[src/rtl/b8to64_pkg.sv]
// Shared field layout and FSM encoding for the 64-bit sextet word format,
// used by both the ADC sextet packer and the frame unpacker.
package b8to64_pkg;

    localparam int ADC_SEL_BIT    = 63;
    localparam int HALF_SHIFT_BIT = 62;
    localparam int SWITCHER_BIT   = 61;
    localparam int SEXTET_MSB     = 60;
    localparam int SEXTET_LSB     = 48;
    localparam int BYTES_PER_WORD = 6;

    localparam logic [2:0] LAST_BYTE_IDX = 3'(BYTES_PER_WORD - 1);

    typedef enum logic [1:0] {
        IDLE,
        WAIT,
        CHECK,
        EMIT
    } state_e;

    // Byte 0 is the oldest sample and sits in the low bits of the payload.
    function automatic logic [7:0] payload_byte(input logic [47:0] payload,
                                                input logic [2:0]  idx);
        logic [7:0] b;
        case (idx)
            3'd0:    b = payload[7:0];
            3'd1:    b = payload[15:8];
            3'd2:    b = payload[23:16];
            3'd3:    b = payload[31:24];
            3'd4:    b = payload[39:32];
            3'd5:    b = payload[47:40];
            default: b = payload[7:0];
        endcase
        return b;
    endfunction

endpackage

[src/rtl/b64to8_frame_unpacker_sat_counter.sv]
// Saturating up-counter with synchronous clear; holds at all-ones.
module sat_counter #(
    parameter int W = 16
) (
    input  logic         clk,
    input  logic         rst,
    input  logic         clr_i,
    input  logic         inc_i,
    output logic [W-1:0] cnt_o
);

    logic [W-1:0] cnt_q;

    always_ff @(posedge clk) begin
        if (rst || clr_i) begin
            cnt_q <= '0;
        end else if (inc_i && (cnt_q != '1)) begin
            cnt_q <= cnt_q + W'(1);
        end
    end

    assign cnt_o = cnt_q;

endmodule

[src/rtl/b64to8_frame_unpacker.sv]
// Pops packed 64-bit sextet words, tracks frame sequence against the
// configured length and streams the six samples out as bytes.
module b64to8_frame_unpacker
    import b8to64_pkg::*;
#(
    parameter int FRAME_LEN_W = 13,
    parameter int FRAME_CNT_W = 24,
    parameter int ERR_CNT_W   = 16
) (
    input  logic                   clk,
    input  logic                   rst,
    input  logic                   fifo_empty,
    output logic                   fifo_rd_en,
    input  logic [63:0]            fifo_dout,
    input  logic [FRAME_LEN_W-1:0] frame_length,
    output logic [7:0]             byte_out,
    output logic                   byte_valid,
    input  logic                   byte_ready,
    output logic                   byte_sof,
    output logic                   byte_eof,
    output logic [2:0]             hdr_flags,
    output logic                   in_sync,
    output logic                   seq_err,
    output logic                   frame_abort,
    output logic                   switch_evt,
    output logic [FRAME_CNT_W-1:0] frame_cnt,
    output logic [ERR_CNT_W-1:0]   err_cnt,
    output logic [ERR_CNT_W-1:0]   drop_cnt
);

    state_e                 state_q, state_d;
    logic [63:0]            word_q, word_d;
    logic [2:0]             idx_q, idx_d;
    logic                   in_sync_q, in_sync_d;
    logic [FRAME_LEN_W-1:0] exp_q, exp_d;
    logic [FRAME_LEN_W-1:0] len_q, len_d;
    logic                   prev_sw_q, prev_sw_d;
    logic                   first_q, first_d;
    logic                   sof_q, sof_d;
    logic                   eof_q, eof_d;
    logic [FRAME_CNT_W-1:0] frame_cnt_q, frame_cnt_d;

    logic [FRAME_LEN_W-1:0] sextet;
    logic                   switcher;
    logic                   rd_req;
    logic                   restart;
    logic                   err_inc;
    logic                   drop_inc;

    assign sextet   = word_q[SEXTET_MSB:SEXTET_LSB];
    assign switcher = word_q[SWITCHER_BIT];

    always_comb begin
        state_d     = state_q;
        word_d      = word_q;
        idx_d       = idx_q;
        in_sync_d   = in_sync_q;
        exp_d       = exp_q;
        len_d       = len_q;
        prev_sw_d   = prev_sw_q;
        first_d     = first_q;
        sof_d       = sof_q;
        eof_d       = eof_q;
        frame_cnt_d = frame_cnt_q;
        rd_req      = 1'b0;
        restart     = 1'b0;
        seq_err     = 1'b0;
        frame_abort = 1'b0;
        switch_evt  = 1'b0;
        err_inc     = 1'b0;
        drop_inc    = 1'b0;

        case (state_q)
            IDLE: begin
                if (!fifo_empty) begin
                    rd_req  = 1'b1;
                    state_d = WAIT;
                end
            end
            WAIT: begin
                word_d  = fifo_dout;
                state_d = CHECK;
            end
            CHECK: begin
                // NOTE: the event pulses are decoded from CHECK itself, which lasts exactly one cycle.
                seq_err     = in_sync_q && (sextet != exp_q);
                frame_abort = seq_err;
                err_inc     = seq_err;
                restart     = (sextet == '0) && (!in_sync_q || seq_err);
                idx_d       = '0;
                if (restart) begin
                    in_sync_d  = 1'b1;
                    len_d      = frame_length;
                    exp_d      = FRAME_LEN_W'(1);
                    sof_d      = 1'b1;
                    eof_d      = (frame_length == '0);
                    prev_sw_d  = switcher;
                    first_d    = 1'b0;
                    switch_evt = !first_q && (switcher != prev_sw_q);
                    state_d    = EMIT;
                end else if (in_sync_q && !seq_err) begin
                    exp_d   = exp_q + FRAME_LEN_W'(1);
                    sof_d   = 1'b0;
                    eof_d   = (sextet == len_q);
                    state_d = EMIT;
                end else begin
                    drop_inc  = 1'b1;
                    in_sync_d = 1'b0;
                    exp_d     = '0;
                    state_d   = IDLE;
                end
            end
            EMIT: begin
                if (byte_ready) begin
                    if (idx_q == LAST_BYTE_IDX) begin
                        idx_d   = '0;
                        state_d = IDLE;
                        if (eof_q) begin
                            frame_cnt_d = frame_cnt_q + FRAME_CNT_W'(1);
                            in_sync_d   = 1'b0;
                            exp_d       = '0;
                        end
                    end else begin
                        idx_d = idx_q + 3'd1;
                    end
                end
            end
            default: state_d = IDLE;
        endcase
    end

    always_ff @(posedge clk) begin
        // NOTE: the data word is reset along with the control state so byte_out and hdr_flags read 0 out of reset.
        if (rst) begin
            state_q     <= IDLE;
            word_q      <= '0;
            idx_q       <= '0;
            in_sync_q   <= 1'b0;
            exp_q       <= '0;
            len_q       <= '0;
            prev_sw_q   <= 1'b0;
            first_q     <= 1'b1;
            sof_q       <= 1'b0;
            eof_q       <= 1'b0;
            frame_cnt_q <= '0;
        end else begin
            state_q     <= state_d;
            word_q      <= word_d;
            idx_q       <= idx_d;
            in_sync_q   <= in_sync_d;
            exp_q       <= exp_d;
            len_q       <= len_d;
            prev_sw_q   <= prev_sw_d;
            first_q     <= first_d;
            sof_q       <= sof_d;
            eof_q       <= eof_d;
            frame_cnt_q <= frame_cnt_d;
        end
    end

    sat_counter #(.W(ERR_CNT_W)) u_err_cnt (
        .clk   (clk),
        .rst   (rst),
        .clr_i (1'b0),
        .inc_i (err_inc),
        .cnt_o (err_cnt)
    );

    sat_counter #(.W(ERR_CNT_W)) u_drop_cnt (
        .clk   (clk),
        .rst   (rst),
        .clr_i (1'b0),
        .inc_i (drop_inc),
        .cnt_o (drop_cnt)
    );

    // The read strobe pops the FIFO, so it must stay quiet while reset is held.
    assign fifo_rd_en = rd_req && !rst;
    assign byte_valid = (state_q == EMIT);
    assign byte_out   = payload_byte(word_q[47:0], idx_q);
    assign byte_sof   = byte_valid && sof_q && (idx_q == '0);
    assign byte_eof   = byte_valid && eof_q && (idx_q == LAST_BYTE_IDX);
    assign hdr_flags  = {word_q[ADC_SEL_BIT], word_q[HALF_SHIFT_BIT], word_q[SWITCHER_BIT]};
    assign in_sync    = in_sync_q;
    assign frame_cnt  = frame_cnt_q;

endmodule

[config.mk]
export PLATFORM = sky130hd
export DESIGN_NAME = b64to8_frame_unpacker
export DESIGN_NICKNAME = d
export VERILOG_FILES = /design/src/rtl/b8to64_pkg.sv /design/src/rtl/b64to8_frame_unpacker_sat_counter.sv /design/src/rtl/b64to8_frame_unpacker.sv
export SDC_FILE = /design/constraint.sdc
export NUM_CORES = 1
export LEC_CHECK = 0
export CORE_AREA = 2 2 123 125
export CTS_BUF_LIST = sky130_fd_sc_hd__clkbuf_4
export CTS_CLUSTER_SIZE = 12
export DETAILED_ROUTE_END_ITERATION = 8
export DIE_AREA = 0 0 125 127
export HOLD_SLACK_MARGIN = 0.12
export PLACE_DENSITY_LB_ADDON = 0.3
export RECOVER_POWER = 100
export SYNTH_ARGS = -nofsm -noshare
export SYNTH_HDL_FRONTEND = slang
export SYNTH_SLANG_ARGS = --single-unit
[constraint.sdc]
create_clock -name clk -period 2.4 [get_ports clk]
set_input_delay 0.6 -clock clk [delete_from_list [all_inputs] [get_ports clk]]
set_output_delay 0.6 -clock clk [all_outputs]
set_load 0.01 [all_outputs]
# Word-level counts from Yosys, hierarchy flattened
# Cells that the tools add are included.
# op_classes
addsub	5
eq_ne	18
n_mux	34
n_reduce_logical	29
# op_table
op	n
$mux W13	5
$pmux W8 S5	1
$add A16 B1 Y16 const B	2
$ne A16 B16 Y1 const B	2
$logic_not A13 Y1	2
$pmux W13 S2	1
$add A24 B1 Y24 const B	1
$mux W1	17
$add A13 B1 Y13 const B	1
$eq A13 B13 Y1	1
$ne A13 B13 Y1	1
$logic_and A1 B1 Y1	11
$mux W2	5
$pmux W2 S4	1
$reduce_and A4 Y1	2
$eq A3 B2 Y1 const B	2
$eq A3 B3 Y1 const B	2
$mux W3	2
$ne A2 B1 Y1 const B	3
$pmux W3 S2	1
$reduce_and A2 Y1	3
$reduce_and A5 Y1	1
$eq A2 B2 Y1 const B	2
$logic_not A1 Y1	4
12 further kinds	13
# word_totals
register_bits	156
in_bits	81
out_inout_bits	75
elab_cells	99

# Logic depth before layout (Yosys ltp)
# logic_depth
depth_word	8
depth_mapped	9
mapped_depth_nobuf	7

# Cells and area by module
# Synthesis repeated with hierarchy kept, for this count alone.
# hier_totals
hier_cells	938
hier_area_um2	7693.6
# by_module_without_submodules
module	instances	cells_per_inst	area_each_um2	seq_area_each_um2
b64to8_frame_unpacker	1	745	5984.5	2482.4
sat_counter at u_err_cnt	1	98	862.1	320.3
sat_counter at u_drop_cnt	1	95	847.1	320.3

# Least setup slack after synthesis
# No wires, ideal clock.
# synth_timing
kind	reg-to-reg
startpoint	register u_drop_cnt.cnt_q[2], in the netlist u_drop_cnt.cnt_o[2]
endpoint	register u_drop_cnt.cnt_q[13], in the netlist u_drop_cnt.cnt_o[13]
setup_ps	123
arrival_ps	2020
required_ps	2277
path_slack_ps	257
stages_incl_launch_ff	7
period_less_slack_ps	2143
path_cell_list	dfxtp_1 -> and4_1 -> nand3_1 -> or3_4 -> nand2b_4 -> or4_1 -> mux2_1
# synth_via
elab_chain_len	2
word_cells_on_any_way	3
classes_between	1 x add/sub; 1 x eq/ne; 1 x reduce/logical
# synth_rtl
element	line_no	rtl
start: declaration	b64to8_frame_unpacker_sat_counter.sv:12	logic [W-1:0] cnt_q;
start signal: assignment	b64to8_frame_unpacker_sat_counter.sv:18	cnt_q <= cnt_q + W'(1);
branches (longest 2 deep; another with $add A16 B1 Y16)	-	
# Parallel ways; which one is timed is not known.
# A chain may end at the register's enable or synchronous reset.

# Worst setup path in the final report
# layout_timing
startpoint	register word_q[51]
endpoint	output port frame_abort
# layout_via
elab_chain_len	3
# layout_rtl
element	line_no	rtl
start: declaration	b64to8_frame_unpacker.sv:32	logic [63:0] word_q, word_d;
start signal: assignment	b64to8_frame_unpacker.sv:148	word_q <= word_d;
$ne A13 B13 Y1	b64to8_frame_unpacker.sv:86	seq_err = in_sync_q && (sextet != exp_q);
$logic_and A1 B1 Y1	b64to8_frame_unpacker.sv:86	
$mux W1	b64to8_frame_unpacker.sv:73	case (state_q)
end: declaration	b64to8_frame_unpacker.sv:24	output logic frame_abort,
# Every way passes these cells.

==> metrics <==
critical path launch point word_q[51]; most frequent cells in the layout 201 x nand2_1, 151 x dfxtp_1, 138 x clkdlybuf4s50_1; Syn. warnings 0; Max VDD drop 0.000417 V; Final setup viols 50; grt ovf 0; CTS Buf Count 17; starting DRC count in detailed routing 602; mean area per synthesized cell 7.87 µm²; vias after detailed routing 7,286; Fillers 1,152; Main synth FF type dfxtp_1; fin crit share 115%; Synth Area in Compound Gates 13.5%; GRT Total Usage 24.3%; hold_buf cts 0; Sw Pwr 1.42 mW; register share of total power 52.0%; XOR/XNOR Fraction of Synth Area 8.60%; area share of fa/ha/maj cells after synthesis 0.877%; CP max FO 3; first-pass GRT wire length 31,700 µm; HP Class reg2reg; Area growth syn-to-layout 41.4%; WS Path Type reg2out; post-synthesis mux area share 1.81%; DRC violations left 0; vias per cell 5.54; Yosys top cell by area dfxtp_1; maxcap violations 0; simple logic cell fraction of the synthesized area 27.7%; critical path endpoint category primary output; CP arrival 2.16 ns; status finished with violations; Finished Core Util 69.9%; Nets 1,203; WP data required 1.80 ns; Worst-path clk slew 0.12 ns; WL final 20,700 µm; Die Y-Extent 127 µm; Synth cell types 50; failing checks setup timing; initial antenna violation count 1; final worst setup slack -0.363 ns; Core Area 0.0144 mm²; DP HPWL 13,400 µm; GPL Wtd Cong 0.915; full die area 0.0159 mm²; CTS tree yes; Clock Latency Late Sink 0.56 ns; Worst Clk Skew 0.0218 ns; CTS sink count 156; Power Density 526 mW/mm²; final hold slack 0.466 ns; largest net degree at the start of global routing 150; clock share of power 32.7%; H-tree depth 4; Pleak 3.73 nW; layout cells sized above 1 17.3%; Mapped Nets 992; Startpoint Class flop; row count 44; # IOs 156; WL/cell 15.7 µm; CTS Buffer Depth 2; sw frac 26.8%; Yosys top cell area share 43.8%; setup TNS -7.07 ns; Starting Density 49.4%; FF-to-FF Start word_q[56]; Synth Instances 906; RSZ-0062 raised after global routing true; final hold vios 0; commonest non-fill, non-tap cell in the layout nand2_1; Post-synth EDFFs 0; Port Buffer Count 155; max-slew violations 0; Slew HR 19.2%; async set or reset register ratio after synthesis 0%; Comb power frac 15.3%; Die Wd 125 µm; f_max 362 MHz; largest family of logic cells by synthesized area simple AND/OR/NAND/NOR gates; DRT Pass-1 Iters 6; largest cells by area after synthesis dfxtp_1 44%, nand2_1 11%, a21oi_1 7.9%, xor2_1 5.7%, nor2_1 4.2%; antenna-violating nets left 0; hold_sp word_q[47]; vias in the first global route 6,618; Synth Register Bits 156; Post-Syn Area 0.00713 mm²; Worst-Margin Slew 1.21 ns; CTS root buf clkbuf_4; internal power 3.89 mW; post-synthesis sequential area ratio 43.8%; crit path time final 2.76 ns
==> what timing repair did <==
action                                  CTS  global route
pin swaps                                22            19
endpoints found under the setup margin   15            30
endpoints found under the hold margin     0             0
gates cloned                              1             0
buffers inserted                         17             7
resized for setup                       129            46
==> cell usage after synthesis, types with 2 or more instances <==
| library cell | instances |
|---|---|
| a2bb2oi_1 | 3 |
| nor4_1 | 12 |
| nand2_1 | 201 |
| nor3_1 | 14 |
| nor3b_1 | 7 |
| ha_1 | 5 |
| clkbuf_1 | 32 |
| a211oi_1 | 3 |
| nor2_1 | 79 |
| or4_1 | 11 |
| a221oi_1 | 9 |
| xnor2_1 | 24 |
| dfxtp_1 | 156 |
| nor4b_1 | 2 |
| clkinv_1 | 2 |
| nand3_1 | 33 |
| nand4_1 | 23 |
| o31ai_1 | 8 |
| buf_2 | 8 |
| inv_1 | 9 |
| mux2i_1 | 5 |
| o21ai_0 | 14 |
| nand2b_1 | 3 |
| or3_1 | 11 |
| mux2_2 | 5 |
| nand3b_1 | 2 |
| nor2b_1 | 5 |
| a21o_1 | 4 |
| buf_4 | 4 |
| a21oi_1 | 112 |
| buf_1 | 9 |
| o21ai_1 | 8 |
| mux2_1 | 2 |
| and2_1 | 7 |
| and3_1 | 12 |
| xor2_1 | 46 |
| a31oi_1 | 3 |
==> power groups by stage <==
stage / combinational (mW) / sequential [mW] / clock [mW]
after CTS: 0.777 / 2.75 / 1.77
after detailed placement: 0.764 / 2.80 / 0
after global routing: 0.881 / 2.77 / 1.88
after global placement: 0.754 / 2.80 / 0
final: 0.811 / 2.76 / 1.74
after floorplan: 0.388 / 2.79 / 0
==> registers in the layout, indices dropped and copies added (netlist names), 2 cells and up <==
register and count:
exp_q 13, frame_cnt 24, idx_q 3, len_q 13, state_q 2, u_drop_cnt.cnt_o 16, u_err_cnt.cnt_o 16, word_q 64
==> layout make-up <==
class | count | area [µm²] | share of cell area, %
Timing Repair Buffer | 245 | 2270 | 22.6
Clock inverter | 14 | 176 | 1.75
Tap cell | 184 | 230 | 2.28
Inverter | 11 | 45.0 | 0.447
Antenna cell | 1 | 2.50 | 0.0248
Sequential cell | 156 | 3130 | 31.1
Multi-Input combinational cell | 686 | 4080 | 40.5
Clock buffer | 18 | 135 | 1.34
==> cell families (layout without fill, tap and decap cells) <==
group | Yosys count | in the layout
AO/OA/AOI/OAI | 171 | 171
XOR/XNOR | 70 | 70
adder cells (fa/ha/maj) | 5 | 5
buffers and inverters | 64 | 288
flip-flops | 156 | 156
multiplexers | 12 | 12
other | 0 | 1
AND/OR/NAND/NOR | 428 | 428
==> through the flow <==
stage	instances	setup slack [ns]	total power [mW]	area [µm²]
global route	1315	-0.514	5.52	10100
global placement	1262	-0.210	3.55	9270
CTS	1310	-0.397	5.29	9900
detailed placement	1262	-0.207	3.56	9270
finish	1315	-0.363	5.31	10100
floorplan	906	0.257	3.18	7130
==> routing by layer <==
| metal | vias up | routed length, µm | global-route usage [%] |
|---|---|---|---|
| li1 | 3541 | - | - |
| met1 | 3408 | 9080 | 32.5 |
| met2 | 292 | 9850 | 38.4 |
| met3 | 45 | 1240 | 4.90 |
| met4 | 0 | 501 | 10.8 |
| met5 | - | 0 | 0 |
==> critical path, stage by stage (launching register included) <==
cell	delay, ns
dfxtp_2	0.34
buf_6	0.12
xor2_4	0.18
nor4_4	0.29
buf_4	0.15
nand4_1	0.18
and2_4	0.22
buf_6	0.12
==> worst paths after layout <==
kind / depth (start not counted) / endpoint / slack (ns)
max reg2reg: 8 / u_drop_cnt.cnt_o[14] / -0.31
max: 7 / frame_abort / -0.36
min reg2reg: 2 / word_q[47] / 0.47
min: 2 / word_q[47] / 0.47
Power figures use the tool's default switching activity.
